==> config.mk <==
export PLATFORM = sky130hd
export DESIGN_NAME = gcd_stream_engine
export DESIGN_NICKNAME = d
export VERILOG_FILES = /design/src/rtl/gcd_stream_engine.sv
export SDC_FILE = /design/constraint.sdc
export NUM_CORES = 1
export LEC_CHECK = 0
export CAP_MARGIN = 30
export CELL_PAD_IN_SITES_DETAIL_PLACEMENT = 0
export CELL_PAD_IN_SITES_GLOBAL_PLACEMENT = 1
export CORE_ASPECT_RATIO = 0.75
export CORE_UTILIZATION = 39
export CTS_BUF_LIST = sky130_fd_sc_hd__clkbuf_8
export DETAILED_ROUTE_END_ITERATION = 6
export GPL_TIMING_DRIVEN = 0
export PLACE_DENSITY = 0.89
export SLEW_MARGIN = 0
export SYNTH_ARGS = -nofsm -noshare
export SYNTH_HDL_FRONTEND = slang
export SYNTH_SLANG_ARGS = --single-unit
==> constraint.sdc <==
create_clock -name clk -period 2.6 [get_ports clk]
set_input_delay 0.78 -clock clk [delete_from_list [all_inputs] [get_ports clk]]
set_output_delay 0.78 -clock clk [all_outputs]
set_load 0.005 [all_outputs]
==> src/rtl/gcd_stream_engine.sv <==
// Streaming GCD engine: subtractive GCD, one subtraction per clock, with
// valid/ready handshakes, a saturating iteration counter and 0/0 detection.
module gcd_stream_engine #(
  parameter int WIDTH  = 8,
  parameter int ITER_W = 16
) (
  input  logic              clk,
  input  logic              rst,
  input  logic              in_valid,
  output logic              in_ready,
  input  logic [WIDTH-1:0]  a_in,
  input  logic [WIDTH-1:0]  b_in,
  output logic              out_valid,
  input  logic              out_ready,
  output logic [WIDTH-1:0]  gcd_out,
  output logic [ITER_W-1:0] iter_count,
  output logic              zero_err,
  output logic              a_greater_b
);

  typedef enum logic [1:0] {
    IDLE = 2'd0,
    CALC = 2'd1,
    DONE = 2'd2
  } state_t;

  state_t              state, state_nxt;
  logic [WIDTH-1:0]    a_q, b_q, a_nxt, b_nxt;
  logic [ITER_W-1:0]   cnt_q, cnt_nxt;
  logic [WIDTH-1:0]    gcd_nxt;
  logic [ITER_W-1:0]   iter_nxt;
  logic                zerr_nxt;
  logic                agb_nxt;
  logic                in_ready_nxt;
  logic                out_valid_nxt;

  // Counter holds at all-ones instead of wrapping.
  function automatic logic [ITER_W-1:0] sat_inc(input logic [ITER_W-1:0] c);
    return (&c) ? c : c + 1'b1;
  endfunction

  always_ff @(posedge clk or posedge rst) begin
    if (rst) begin
      state       <= IDLE;
      a_q         <= '0;
      b_q         <= '0;
      cnt_q       <= '0;
      gcd_out     <= '0;
      iter_count  <= '0;
      zero_err    <= 1'b0;
      a_greater_b <= 1'b0;
      in_ready    <= 1'b1;
      out_valid   <= 1'b0;
    end else begin
      state       <= state_nxt;
      a_q         <= a_nxt;
      b_q         <= b_nxt;
      cnt_q       <= cnt_nxt;
      gcd_out     <= gcd_nxt;
      iter_count  <= iter_nxt;
      zero_err    <= zerr_nxt;
      a_greater_b <= agb_nxt;
      in_ready    <= in_ready_nxt;
      out_valid   <= out_valid_nxt;
    end
  end

  always_comb begin
    state_nxt     = state;
    a_nxt         = a_q;
    b_nxt         = b_q;
    cnt_nxt       = cnt_q;
    gcd_nxt       = gcd_out;
    iter_nxt      = iter_count;
    zerr_nxt      = zero_err;
    agb_nxt       = a_greater_b;
    in_ready_nxt  = in_ready;
    out_valid_nxt = out_valid;

    case (state)
      IDLE: begin
        if (in_valid && in_ready) begin
          a_nxt        = a_in;
          b_nxt        = b_in;
          cnt_nxt      = '0;
          zerr_nxt     = 1'b0;
          in_ready_nxt = 1'b0;
          state_nxt    = CALC;
        end
      end

      CALC: begin
        // Termination checks first; the larger operand is always the minuend.
        if (a_q == '0 && b_q == '0) begin
          gcd_nxt       = '0;
          zerr_nxt      = 1'b1;
          iter_nxt      = cnt_q;
          out_valid_nxt = 1'b1;
          state_nxt     = DONE;
        end else if (a_q == '0) begin
          gcd_nxt       = b_q;
          zerr_nxt      = 1'b0;
          iter_nxt      = cnt_q;
          out_valid_nxt = 1'b1;
          state_nxt     = DONE;
        end else if (b_q == '0 || a_q == b_q) begin
          gcd_nxt       = a_q;
          zerr_nxt      = 1'b0;
          iter_nxt      = cnt_q;
          out_valid_nxt = 1'b1;
          state_nxt     = DONE;
        end else if (a_q > b_q) begin
          a_nxt   = a_q - b_q;
          agb_nxt = 1'b1;
          cnt_nxt = sat_inc(cnt_q);
        end else begin
          b_nxt   = b_q - a_q;
          agb_nxt = 1'b0;
          cnt_nxt = sat_inc(cnt_q);
        end
      end

      DONE: begin
        if (out_ready) begin
          out_valid_nxt = 1'b0;
          in_ready_nxt  = 1'b1;
          state_nxt     = IDLE;
        end
      end

      default: begin
        state_nxt     = IDLE;
        in_ready_nxt  = 1'b1;
        out_valid_nxt = 1'b0;
      end
    endcase
  end

endmodule

# Word level (Yosys, flattened, before mapping)

Cells that the tools add are included.

Bits in registers: 62
Bits of input ports: 20
Output and inout bits: 28
Word-level logic and storage cells: 92

Add/subtract/negate cells: 3
Order comparisons: 1
Eq/ne operators: 12
Mux-type cells: 43
Bitwise operators: 5
Reduce and logical (&&, ||, !) cells: 18

Operators by type and width:

| kind                  | number |
|---|---|
| $mux 16               | 8 |
| $mux 8                | 13 |
| $pmux 16 s2           | 1 |
| $pmux 8 s2            | 2 |
| $reduce_and 6->1      | 3 |
| $add 16x1->16 const B | 1 |
| $logic_not 8->1       | 2 |
| $ne 2x2->1 const B    | 8 |
| $reduce_and 16->1     | 1 |
| $sub 8x8->8           | 2 |
| $reduce_and 3->1      | 4 |
| $mux 1                | 10 |
| $mux 2                | 5 |
| $eq 8x8->1            | 1 |
| $gt 8x8->1            | 1 |
| $pmux 1 s3            | 2 |
| $pmux 2 s3            | 1 |
| $not 1->1             | 5 |
| $ne 4x4->1 const B    | 1 |
| $reduce_and 4->1      | 1 |
| $reduce_bool 3->1     | 1 |
| $eq 2x1->1 const B    | 1 |
| $eq 2x2->1 const B    | 1 |
| $logic_and 1x1->1     | 2 |
| other kinds (5)       | 5 |

# Depth between registers and ports, before layout

Depth in word-level cells: 6
Gate-level depth with buffers: 10
Gate-level depth less buffers: 9

# Worst setup path after synthesis

OpenSTA, ideal clock, no wires.

Path kind: register to register
From: register a_q[0]
To: register a_q[5]
Library setup time: 0.125 ns
Arrival: 2.429 ns
Required time: 2.475 ns
Slack: 0.047 ns
Cell stages (with the launch flop): 10
Buffers on the path: 0
Clock period less this slack: 2.553 ns
Path through: dfrtp_1 > inv_1 > ha_1 > fa_1 > nand2b_1 > a211oi_1 > or3_1 > or3b_1 > nand2_2 > mux2_2

Cells in the longest elaborated chain, start to end: 6

RTL lines:

| element                  | RTL line | source |
|---|---|---|
| start: declaration       | 28       | `logic [WIDTH-1:0] a_q, b_q, a_nxt, b_nxt;` |
| start signal: assignment | 56       | `a_q <= a_nxt;` |
| $sub 8x8->8              | 113      | `a_nxt = a_q - b_q;` |
| $mux 8                   | 112      | `end else if (a_q > b_q) begin` |
| $mux 8                   | 106      | `end else if (b_q == '0 \|\| a_q == b_q) begin` |
| $mux 8                   | 100      | `end else if (a_q == '0) begin` |
| $mux 8                   | 94       | `if (a_q == '0 && b_q == '0) begin` |
| $pmux 8 s2               | 80       | `case (state)` |

Several ways; a longest one is shown, not always the timed one. The select of a mux whose other input is x is not followed.
A chain may end at the register's enable or synchronous reset.

# Worst setup path in the final report

From: register b_q[0]
To: register a_q[6]

Cells in the longest elaborated chain, start to end: 6

RTL lines:

| element                  | RTL line | source |
|---|---|---|
| start: declaration       | 28       |  |
| start signal: assignment | 57       | `b_q <= b_nxt;` |
| $sub 8x8->8              | 113      |  |
| $mux 8                   | 112      |  |
| $mux 8                   | 106      |  |
| $mux 8                   | 100      |  |
| $mux 8                   | 94       |  |
| $pmux 8 s2               | 80       |  |

Several ways; a longest one is shown, not always the timed one. The select of a mux whose other input is x is not followed.

==> impl_metrics.env <==
export IMPL_status="finished clean"
export IMPL_die_width_um=113
export IMPL_track_usage_pct=21.0
export IMPL_drtIter0Drc=134
export IMPL_cts_tree="yes"
export IMPL_syn_area_per_cell_um2=8.76
export IMPL_syn_instance_count=411
export IMPL_num_vias=3159
export IMPL_clk_latency_ps=350
export IMPL_holdCritPathClass="reg2reg"
export IMPL_critPathMaxFanout=6
export IMPL_yosys_top_cells_area="dfrtp_1 42%, nand2_1 9.0%, ha_1 5.6%, a21oi_1 3.9%, nor2_1 3.5%"
export IMPL_antenna_found_initial=0
export IMPL_ys_ff_latch=62
export IMPL_fin_nets=516
export IMPL_clock_sinks=62
export IMPL_netlist_area_leader_share_pct=42.4
export IMPL_startpoint_type="flip-flop"
export IMPL_layout_setup_ws_ps=55.6
export IMPL_root_buffer="clkbuf_8"
export IMPL_die_h_um=85.2
export IMPL_cts_made_buffers=9
export IMPL_p_leak_nw=2.10
export IMPL_relSlewSlack_pct=58.1
export IMPL_yosysSeqAreaShare_pct=43.1
export IMPL_drt_wl_total_um=9430
export IMPL_final_util_pct=52.5
export IMPL_final_area_mm2=0.00458
export IMPL_drt_first_pass_iters=4
export IMPL_htreeDepth=3
export IMPL_synth_edf_count=0
export IMPL_ys_types=57
export IMPL_cap_violations=0
export IMPL_synth_most_common_cell="nand2_1"
export IMPL_overflow=0
export IMPL_finalSetupTns_ps=0
export IMPL_slew_viol_final=0
export IMPL_start_util_pct=41.4
export IMPL_worstMarginPinSlew_ps=628
export IMPL_synthTopCellsByCount="86 x nand2_1, 61 x dfrtp_1, 34 x nor2_1"
export IMPL_syn_nets=449
export IMPL_setup_violations_final=0
export IMPL_cp_arrival_ps=2780
export IMPL_syn_area_mm2=0.00360
export IMPL_synthArstFlopShare_pct=100
export IMPL_io_pins=48
export IMPL_ys_warn_count=0
export IMPL_dpl_hpwl_um=6740
export IMPL_ant_nets=0
export IMPL_irDropWorstVdd_uv=666
export IMPL_max_freq_mhz=393
export IMPL_grt_pass1_vias=3003
export IMPL_fillCellCount=849
export IMPL_area_growth_pct=27.0
export IMPL_hold_violations=0
export IMPL_dieArea_mm2=0.00963
export IMPL_diodes=0
export IMPL_fin_crit_ps=2540
export IMPL_skew_ps=7.55
export IMPL_crit_required_ps=2830
export IMPL_grt_max_degree=43
export IMPL_layout_drive_gt1_share_pct=14.1
export IMPL_via_per_inst=5.35
export IMPL_clk_pin_slew_ps=70
export IMPL_drc=0
export IMPL_yosysTopAreaCell="dfrtp_1"
export IMPL_post_route_period_util_pct=97.9
export IMPL_portBuffers=47
export IMPL_core_area_mm2=0.00871
export IMPL_end_kind="flip-flop"
export IMPL_wire_per_inst_um=16.0
export IMPL_grt_first_pass_wirelength_um=15600
export IMPL_dpl_cell_area_mm2=0.00423
export IMPL_crit_type="reg2reg"
export IMPL_routabilityCongestion=0.888
export IMPL_dpl_worst_slack_ps=-330
export IMPL_powerDensity_mw_per_mm2=1270
export IMPL_clock_path_buffers=2
export IMPL_synth_top_flop_cell="dfrtp_1"
export IMPL_fp_row_count=29
## power breakdown
group | switching (mW) | internal [mW] | leakage (nW)
Combinational | 1.87 | 1.50 | 1.19
Clock | 0.385 | 0.514 | 0.104
Sequential | 0.293 | 1.25 | 0.810
Total | 2.55 | 3.26 | 2.10
## routing by layer
layer  vias to the layer above  routed length (um)  track usage [%]
li1                       1545                   -                -
met1                      1504                4860             31.4
met2                       100                3880             30.1
met3                        10                 573             4.57
met4                         0                 125             6.46
met5                         -                   0             2.56
## cells by family after synthesis
family	count (synthesis)	share of synthesized area (%)
fa+ha+maj	18	6.67
compound gates	83	14.1
simple gates	183	24.3
flops	62	43.1
buf+inv	41	5.38
xor+xnor	14	3.40
mux	10	2.95
## final timing paths
kind | startpoint | endpoint | slack, ps | depth (start not counted)
worst max-delay path | b_q[0] | a_q[6] | 60 | 8
worst min-delay path | iter_count[9] | iter_count[9] | 470 | 2
worst max register to register | b_q[0] | a_q[6] | 60 | 8
worst min register to register | iter_count[9] | iter_count[9] | 470 | 2
max in group asynchronous | rst | b_q[0] | 1210 | 3
min in group asynchronous | rst | gcd_out[5] | 770 | 2
## through the flow
stage	hold WS [ps]	cells	power, mW
after global routing	496	590	6.23
after floorplan	470	411	3.70
after global placement	463	566	4.51
after detailed placement	463	567	4.60
after CTS	479	585	5.66
final	474	590	5.81
## placed cells by master (no fill, tap or decap), types with 4 or more instances in the layout
| cell type | count |
|---|---|
| dfrtp_1 | 57 |
| xnor2_1 | 9 |
| ha_1 | 14 |
| nor2_1 | 34 |
| dfrtp_2 | 4 |
| nor4_1 | 6 |
| nand2_1 | 86 |
| nand2b_1 | 6 |
| a31oi_1 | 4 |
| buf_6 | 4 |
| o21a_1 | 4 |
| mux2i_1 | 5 |
| and3_1 | 4 |
| xor2_1 | 5 |
| buf_2 | 4 |
| nor3_1 | 5 |
| a21oi_1 | 28 |
| nand4_1 | 7 |
| o21ai_0 | 24 |
| buf_4 | 10 |
| clkbuf_8 | 12 |
| nand3_1 | 10 |
| clkdlybuf4s50_1 | 47 |
| clkbuf_1 | 7 |
| inv_1 | 20 |
## critical path, cell delays in order (launching register included)
cell and delay [ps]:
dfrtp_2 450, ha_4 180, fa_2 350, nand2b_4 170
a211oi_2 240, or3_4 170, or3b_4 400, nand2_4 120
mux2_2 340
## flip-flops by register name (all words and copies together), names as in the netlist
| name | cells |
|---|---|
| out_valid | 1 |
| a_greater_b | 1 |
| a_q | 8 |
| iter_count | 16 |
| cnt_q | 16 |
| zero_err | 1 |
| gcd_out | 8 |
| state | 2 |
| in_ready | 1 |
| b_q | 8 |
## area by class of cell
| type | instances | area, um2 | area share (%) |
|---|---|---|---|
| flip-flops and latches | 62 | 1560 | 34.0 |
| clock buffers | 12 | 165 | 3.61 |
| well taps | 108 | 135 | 2.95 |
| inverters | 21 | 78.8 | 1.72 |
| multi-input cells | 308 | 1920 | 42.1 |
| clock inverters | 3 | 42.5 | 0.930 |
| plain buffers | 20 | 121 | 2.65 |
| repair buffers | 56 | 551 | 12.0 |
## what timing repair did
action	CTS	global route
endpoints found under the setup margin	9	36
pin swaps	1	5
buffers inserted	3	5
hold buffers	0	0
gates resized for setup	6	19
Note: power is estimated with default switching activity, not from simulation.
